### src/rtl/nn_pkg.sv
// Shared constants and types for the classifier datapath.
// Layer 2 geometry, logit format and the argmax reader state encoding.
package nn_pkg;

    localparam int NUM_L2_OUT = 10;
    localparam int LOGIT_W    = 6;
    localparam int CLASS_W    = 4;

    localparam logic [3:0] STREAM_TRAILER_TAG = 4'hC;

    typedef logic signed [LOGIT_W-1:0] logit_t;

    typedef enum logic [1:0] {
        IDLE   = 2'd0,
        SCAN   = 2'd1,
        STREAM = 2'd2
    } reader_state_e;

endpackage

### src/rtl/layer2_argmax_reader.sv
// Scans the Layer 2 logits after completion, reports the argmax class and its logit,
// and optionally streams every logit plus a class trailer byte over a valid/ready port.
module layer2_argmax_reader #(
    parameter int NUM_CLASSES = nn_pkg::NUM_L2_OUT,
    parameter int LOGIT_W     = nn_pkg::LOGIT_W,
    parameter int ADDR_W      = nn_pkg::CLASS_W
) (
    input  logic                      clk,
    input  logic                      rst_n,
    input  logic                      l2_done,
    input  logic                      clear,
    input  logic                      stream_en,
    output logic [ADDR_W-1:0]         read_addr,
    input  logic signed [LOGIT_W-1:0] read_data,
    output logic [ADDR_W-1:0]         pred_class,
    output logic signed [LOGIT_W-1:0] pred_max,
    output logic                      pred_valid,
    output logic                      busy,
    output logic [7:0]                out_byte,
    output logic                      out_valid,
    input  logic                      out_ready
);

    import nn_pkg::*;

    // Stream byte counter runs 0..NUM_CLASSES+1; the last value means "trailer loaded".
    localparam int CNT_W = $clog2(NUM_CLASSES + 2);
    localparam logic [ADDR_W-1:0] LAST_ADDR   = ADDR_W'(NUM_CLASSES - 1);
    localparam logic [CNT_W-1:0]  TRAILER_IDX = CNT_W'(NUM_CLASSES);
    localparam logic [CNT_W-1:0]  FINAL_IDX   = CNT_W'(NUM_CLASSES + 1);

    reader_state_e              state_q, state_d;
    logic                       done_q;
    logic                       stream_q, stream_d;
    logic [ADDR_W-1:0]          read_addr_q, read_addr_d;
    logic signed [LOGIT_W-1:0]  run_max_q, run_max_d;
    logic [ADDR_W-1:0]          run_class_q, run_class_d;
    logic [ADDR_W-1:0]          pred_class_q, pred_class_d;
    logic signed [LOGIT_W-1:0]  pred_max_q, pred_max_d;
    logic                       pred_valid_q, pred_valid_d;
    logic                       busy_q, busy_d;
    logic [7:0]                 out_byte_q, out_byte_d;
    logic                       out_valid_q, out_valid_d;
    logic [CNT_W-1:0]           cnt_q, cnt_d;
    logic                       done_rise;

    assign done_rise = l2_done & ~done_q;

    always_comb begin
        state_d      = state_q;
        stream_d     = stream_q;
        read_addr_d  = read_addr_q;
        run_max_d    = run_max_q;
        run_class_d  = run_class_q;
        pred_class_d = pred_class_q;
        pred_max_d   = pred_max_q;
        pred_valid_d = pred_valid_q;
        busy_d       = busy_q;
        out_byte_d   = out_byte_q;
        out_valid_d  = out_valid_q;
        cnt_d        = cnt_q;

        if (clear) begin
            state_d      = IDLE;
            pred_valid_d = 1'b0;
            out_valid_d  = 1'b0;
            busy_d       = 1'b0;
            read_addr_d  = '0;
        end else begin
            case (state_q)
                IDLE: begin
                    if (done_rise) begin
                        state_d      = SCAN;
                        read_addr_d  = '0;
                        pred_valid_d = 1'b0;
                        busy_d       = 1'b1;
                        stream_d     = stream_en;
                    end
                end

                SCAN: begin
                    // Strict greater-than keeps the lowest index on ties.
                    if (read_addr_q == '0 || read_data > run_max_q) begin
                        run_max_d   = read_data;
                        run_class_d = read_addr_q;
                    end
                    if (read_addr_q == LAST_ADDR) begin
                        pred_class_d = run_class_d;
                        pred_max_d   = run_max_d;
                        pred_valid_d = 1'b1;
                        read_addr_d  = '0;
                        cnt_d        = '0;
                        if (stream_q) begin
                            state_d = STREAM;
                        end else begin
                            state_d = IDLE;
                            busy_d  = 1'b0;
                        end
                    end else begin
                        read_addr_d = read_addr_q + 1'b1;
                    end
                end

                STREAM: begin
                    if (out_valid_q && out_ready && cnt_q == FINAL_IDX) begin
                        state_d     = IDLE;
                        out_valid_d = 1'b0;
                        busy_d      = 1'b0;
                        read_addr_d = '0;
                    end else if (!out_valid_q || out_ready) begin
                        out_valid_d = 1'b1;
                        cnt_d       = cnt_q + 1'b1;
                        if (cnt_q < TRAILER_IDX) begin
                            out_byte_d = 8'(read_data);
                            // Hold at the last index rather than stepping out of range.
                            if (read_addr_q != LAST_ADDR) begin
                                read_addr_d = read_addr_q + 1'b1;
                            end
                        end else begin
                            out_byte_d = 8'({STREAM_TRAILER_TAG, pred_class_q});
                        end
                    end
                end

                default: begin
                    state_d = IDLE;
                end
            endcase
        end
    end

    always_ff @(posedge clk or negedge rst_n) begin
        if (!rst_n) begin
            state_q      <= IDLE;
            done_q       <= 1'b0;
            stream_q     <= 1'b0;
            read_addr_q  <= '0;
            run_max_q    <= '0;
            run_class_q  <= '0;
            pred_class_q <= '0;
            pred_max_q   <= '0;
            pred_valid_q <= 1'b0;
            busy_q       <= 1'b0;
            out_byte_q   <= '0;
            out_valid_q  <= 1'b0;
            cnt_q        <= '0;
        end else begin
            state_q      <= state_d;
            done_q       <= l2_done;
            stream_q     <= stream_d;
            read_addr_q  <= read_addr_d;
            run_max_q    <= run_max_d;
            run_class_q  <= run_class_d;
            pred_class_q <= pred_class_d;
            pred_max_q   <= pred_max_d;
            pred_valid_q <= pred_valid_d;
            busy_q       <= busy_d;
            out_byte_q   <= out_byte_d;
            out_valid_q  <= out_valid_d;
            cnt_q        <= cnt_d;
        end
    end

    assign read_addr  = read_addr_q;
    assign pred_class = pred_class_q;
    assign pred_max   = pred_max_q;
    assign pred_valid = pred_valid_q;
    assign busy       = busy_q;
    assign out_byte   = out_byte_q;
    assign out_valid  = out_valid_q;

endmodule

### config.mk
export PLATFORM = sky130hd
export DESIGN_NAME = layer2_argmax_reader
export DESIGN_NICKNAME = d
export VERILOG_FILES = /design/src/rtl/nn_pkg.sv /design/src/rtl/layer2_argmax_reader.sv
export SDC_FILE = /design/constraint.sdc
export NUM_CORES = 1
export LEC_CHECK = 0
export CAP_MARGIN = 20
export CORE_ASPECT_RATIO = 0.75
export CORE_MARGIN = 2
export CORE_UTILIZATION = 57
export DETAILED_ROUTE_END_ITERATION = 8
export PLACE_DENSITY = 0.95
export SKIP_LAST_GASP = 1
export SLEW_MARGIN = 20
export SYNTH_ARGS = -nofsm -noshare
export SYNTH_HDL_FRONTEND = slang
export SYNTH_SLANG_ARGS = --single-unit
### constraint.sdc
create_clock -name clk -period 4.6 [get_ports clk]
set_input_delay 0.46 -clock clk [delete_from_list [all_inputs] [get_ports clk]]
set_output_delay 0.46 -clock clk [all_outputs]
set_load 0.005 [all_outputs]
==> impl_results.md <==
* Status: completed
* Sink Count at 42
* CP required at 4.78 ns
* Layout cell share with drive strength beyond 1 at roughly 8.5%
* Post-synthesis register bit count at 42
* Die width at approximately 76 um
* Buffer and inverter count on the worst path at 1
* First-pass GRT wire length at 7879 um
* Post-DP Area at 2610 um2
* Area leader, netlist: dfrtp_1
* Max_slew headroom at 38.59%
* Worst setup slack for register-to-register paths at approximately 2.2 ns
* Max-cap violation count at 0
* Unrepaired setup endpoints after global routing: no
* Placer Congestion at 0.8583
* Syn nets at 246
* DR WL/cell at roughly 15 um
* Ranking of synthesized cells by area: dfrtp_1, ha_1, mux2i_1, mux2_2, a21oi_1
* Fin crit share at 56.24%
* Antenna Cells at 0
* H-tree lvl count at 2
* Layout net count at around 280
* Fill count at 291
* Avg Cell Area, Syn at 10.11 um2
* Register area share after synthesis at ~47%
* Max Transition Viols Final at 0
* CTS max path bufs at 2
* Slowest stage cell, crit path: o32a_4
* Hold Buf Count CTS at 0
* Area Growth Syn to Fin at 21.43%
* Hpwl dp at between 3000 and 4000 um
* Yosys cell types at 38
* DRT Pass-1 Iters at 4
* Core ar. at 3709 um2
* CP Launch Type: input port
* Max Clk Rate at 0.3865 GHz
* Initial antenna violation count at 0
* IO buf count at 36
* Root Driver: clkbuf_8
* Synth top cells by count: dfrtp_1, nor2_1, a21oi_1, nand2_1, inv_1
* Class of the worst hold path: in -> async
* I/O pin total at 37
* Slew at the pin with the worst max-slew slack at ~0.92 ns
* Critical path arrival at 2.77 ns
* CP max FO at 11
* FP Rows at 19
* Critical path endpoint category: flip-flop
* Clock-pin slew of the registers on the worst-case setup and hold paths at 0.07 ns
* Crit path time final at 2.587 ns
* Largest net degree at the start of global routing at between 40 and 50
* Final wirelength at 4688 um
* Final hold violations at 0
* Vias/cell at 5.561
* Synth warn at 0
* Mapped Cells at 220
* Clock skew at 0.008551 ns
* Mapped Area at 2225 um2
* FFs w/ async S/R, synth at between 90% and 100%
* Post-CTS setup repair buffer count at 0
* Vias in the first global route at between 1500 and 2000
* CTS buffer count at 5
* Final setup viols at 0
* Post-CTS sizing at 0
* Power per cell area at between 400 and 500 nW/um2
* Initial DRC Count at around 130
* Initial Utilization at 59.99%
* TNS Setup at 0 ns
* Routed vias at 1724
* Peak VDD IR at roughly 0.00026 V
* Number of flops mapped to enable cells by yosys at 0
* Vert. Die Dim at 58.11 um
* CP cell instances: clkdlybuf4s50_1 -> ha_1 -> a21o_1 -> a211o_1 -> o32a_4 -> nand2_4 -> mux2_2
* Lkg Pwr at between 1 and 1.5 nW
* Total grt overflow at 0
* Share of the synthesized area in the top cell type at a little under half
* Global Route Usage Sum at 23.34%
* CTS tree: yes
* Synth Flop Type: dfrtp_1
* Post-route DRC at 0
* Worst-skew pair later-pin latency at 0.30 ns
* Die Area at 4424 um2
* Most numerous cell in the Yosys netlist: dfrtp_1
* Crit Path Class: in -> reg
* CP max stage delay at approximately 0.48 ns
* Final instance area at 2701 um2
* Antenna Nets Post-Route at 0
* Crit path max-delay family: compound AO/OA/AOI/OAI gates
-- stage by stage --
stage	worst slack (ns)	total power [mW]	hold slack, ns	std cells	util, %
2_1_floorplan	2.423	0.7252	0.1644	220	-
3_3_place_gp	1.751	0.8253	0.4635	302	70.38
3_5_place_dp	1.705	0.8516	0.4737	302	70.38
4_1_cts	2.016	1.097	0.3153	310	72.84
5_1_grt	1.964	1.164	0.3566	310	72.84
6_report	2.013	1.094	0.2922	310	72.84
-- flip-flops by register name (all words and copies together), names as in the netlist --
| name | flops |
|---|---|
| out_byte | 7 |
| pred_max | 6 |
| run_max_q | 6 |
| cnt_q | 4 |
| pred_class | 4 |
| read_addr | 4 |
| run_class_q | 4 |
| state_q | 2 |
| busy | 1 |
| done_q | 1 |
| out_valid | 1 |
| pred_valid | 1 |
| stream_q | 1 |
-- final timing paths --
path                            depth (start not counted)                         to                     start
worst max-delay path                                    7   run_max_q[1]$_DFFE_PN0P_              read_data[3]
worst min-delay path                                    1           done_q$_DFF_PN0_                     rst_n
worst max register to register                          7   run_max_q[1]$_DFFE_PN0P_  read_addr[0]$_DFFE_PN0P_
worst min register to register                          2    out_byte[5]$_DFFE_PN0P_   out_byte[5]$_DFFE_PN0P_
max in group asynchronous                               1  pred_class[0]$_DFFE_PN0P_                     rst_n
min in group clk                                        2    out_byte[5]$_DFFE_PN0P_   out_byte[5]$_DFFE_PN0P_
-- placed cells by master (no fill, tap or decap), drive strengths merged, types with 2 or more instances in the layout --
| master | synthesis | routed |
|---|---|---|
| dfrtp | 42 | 42 |
| clkdlybuf4s50 | 0 | 35 |
| nor2 | 19 | 19 |
| nand2 | 19 | 19 |
| a21oi | 18 | 18 |
| inv | 16 | 16 |
| o21ai | 16 | 16 |
| mux2i | 14 | 14 |
| ha | 14 | 14 |
| mux2 | 10 | 10 |
| nand2b | 9 | 9 |
| clkbuf | 3 | 7 |
| nand3 | 4 | 4 |
| nor3b | 3 | 3 |
| nor3 | 3 | 3 |
| nor2b | 3 | 3 |
| o22ai | 3 | 3 |
| and2 | 2 | 2 |
| nand3b | 2 | 2 |
| a211oi | 2 | 2 |
| xnor2 | 2 | 2 |
| o31ai | 2 | 2 |
-- layout make-up --
class | count | area, um2 | area share (%)
clock buffers | 7 | 86.33 | 3.196
repair buffers | 36 | 355.3 | 13.15
flip-flops and latches | 42 | 1051 | 38.91
well taps | 52 | 65.06 | 2.409
clock inverters | 1 | 5.005 | 0.1853
inverters | 16 | 60.06 | 2.223
multi-input cells | 156 | 1079 | 39.93
-- layer usage --
| metal | track usage [%] | share of wire [%] | vias up | routed length (um) |
|---|---|---|---|---|
| met5 | 0 | 0 | - | 0 |
| met1 | 30.90 | 46 | 821 | 2152 |
| met3 | 6.698 | 5.5 | 13 | 260 |
| li1 | - | - | 826 | - |
| met4 | 11.17 | 2.2 | 0 | 102 |
| met2 | 36.22 | 46 | 64 | 2173 |
-- cells by family (layout without fill, tap and decap cells) --
logic type	count (synthesis)	count (layout)	share of synthesized area (%)
xor gates and xnor gates	2	2	0.7875
DFF	42	42	47.24
AOI/OAI and AO/OA	47	47	12.88
adders and majority gates	14	14	7.874
and+or+nand+nor	69	69	15.58
buffers and inverters	22	60	4.274
muxes	24	24	11.36
-- where the power goes --
part	internal (mW)	switching [mW]	leakage, nW
logic	0.183	0.191	0.677
registers	0.431	0.0449	0.559
clock network	0.121	0.124	0.0482
Power figures use the tool's default switching activity.
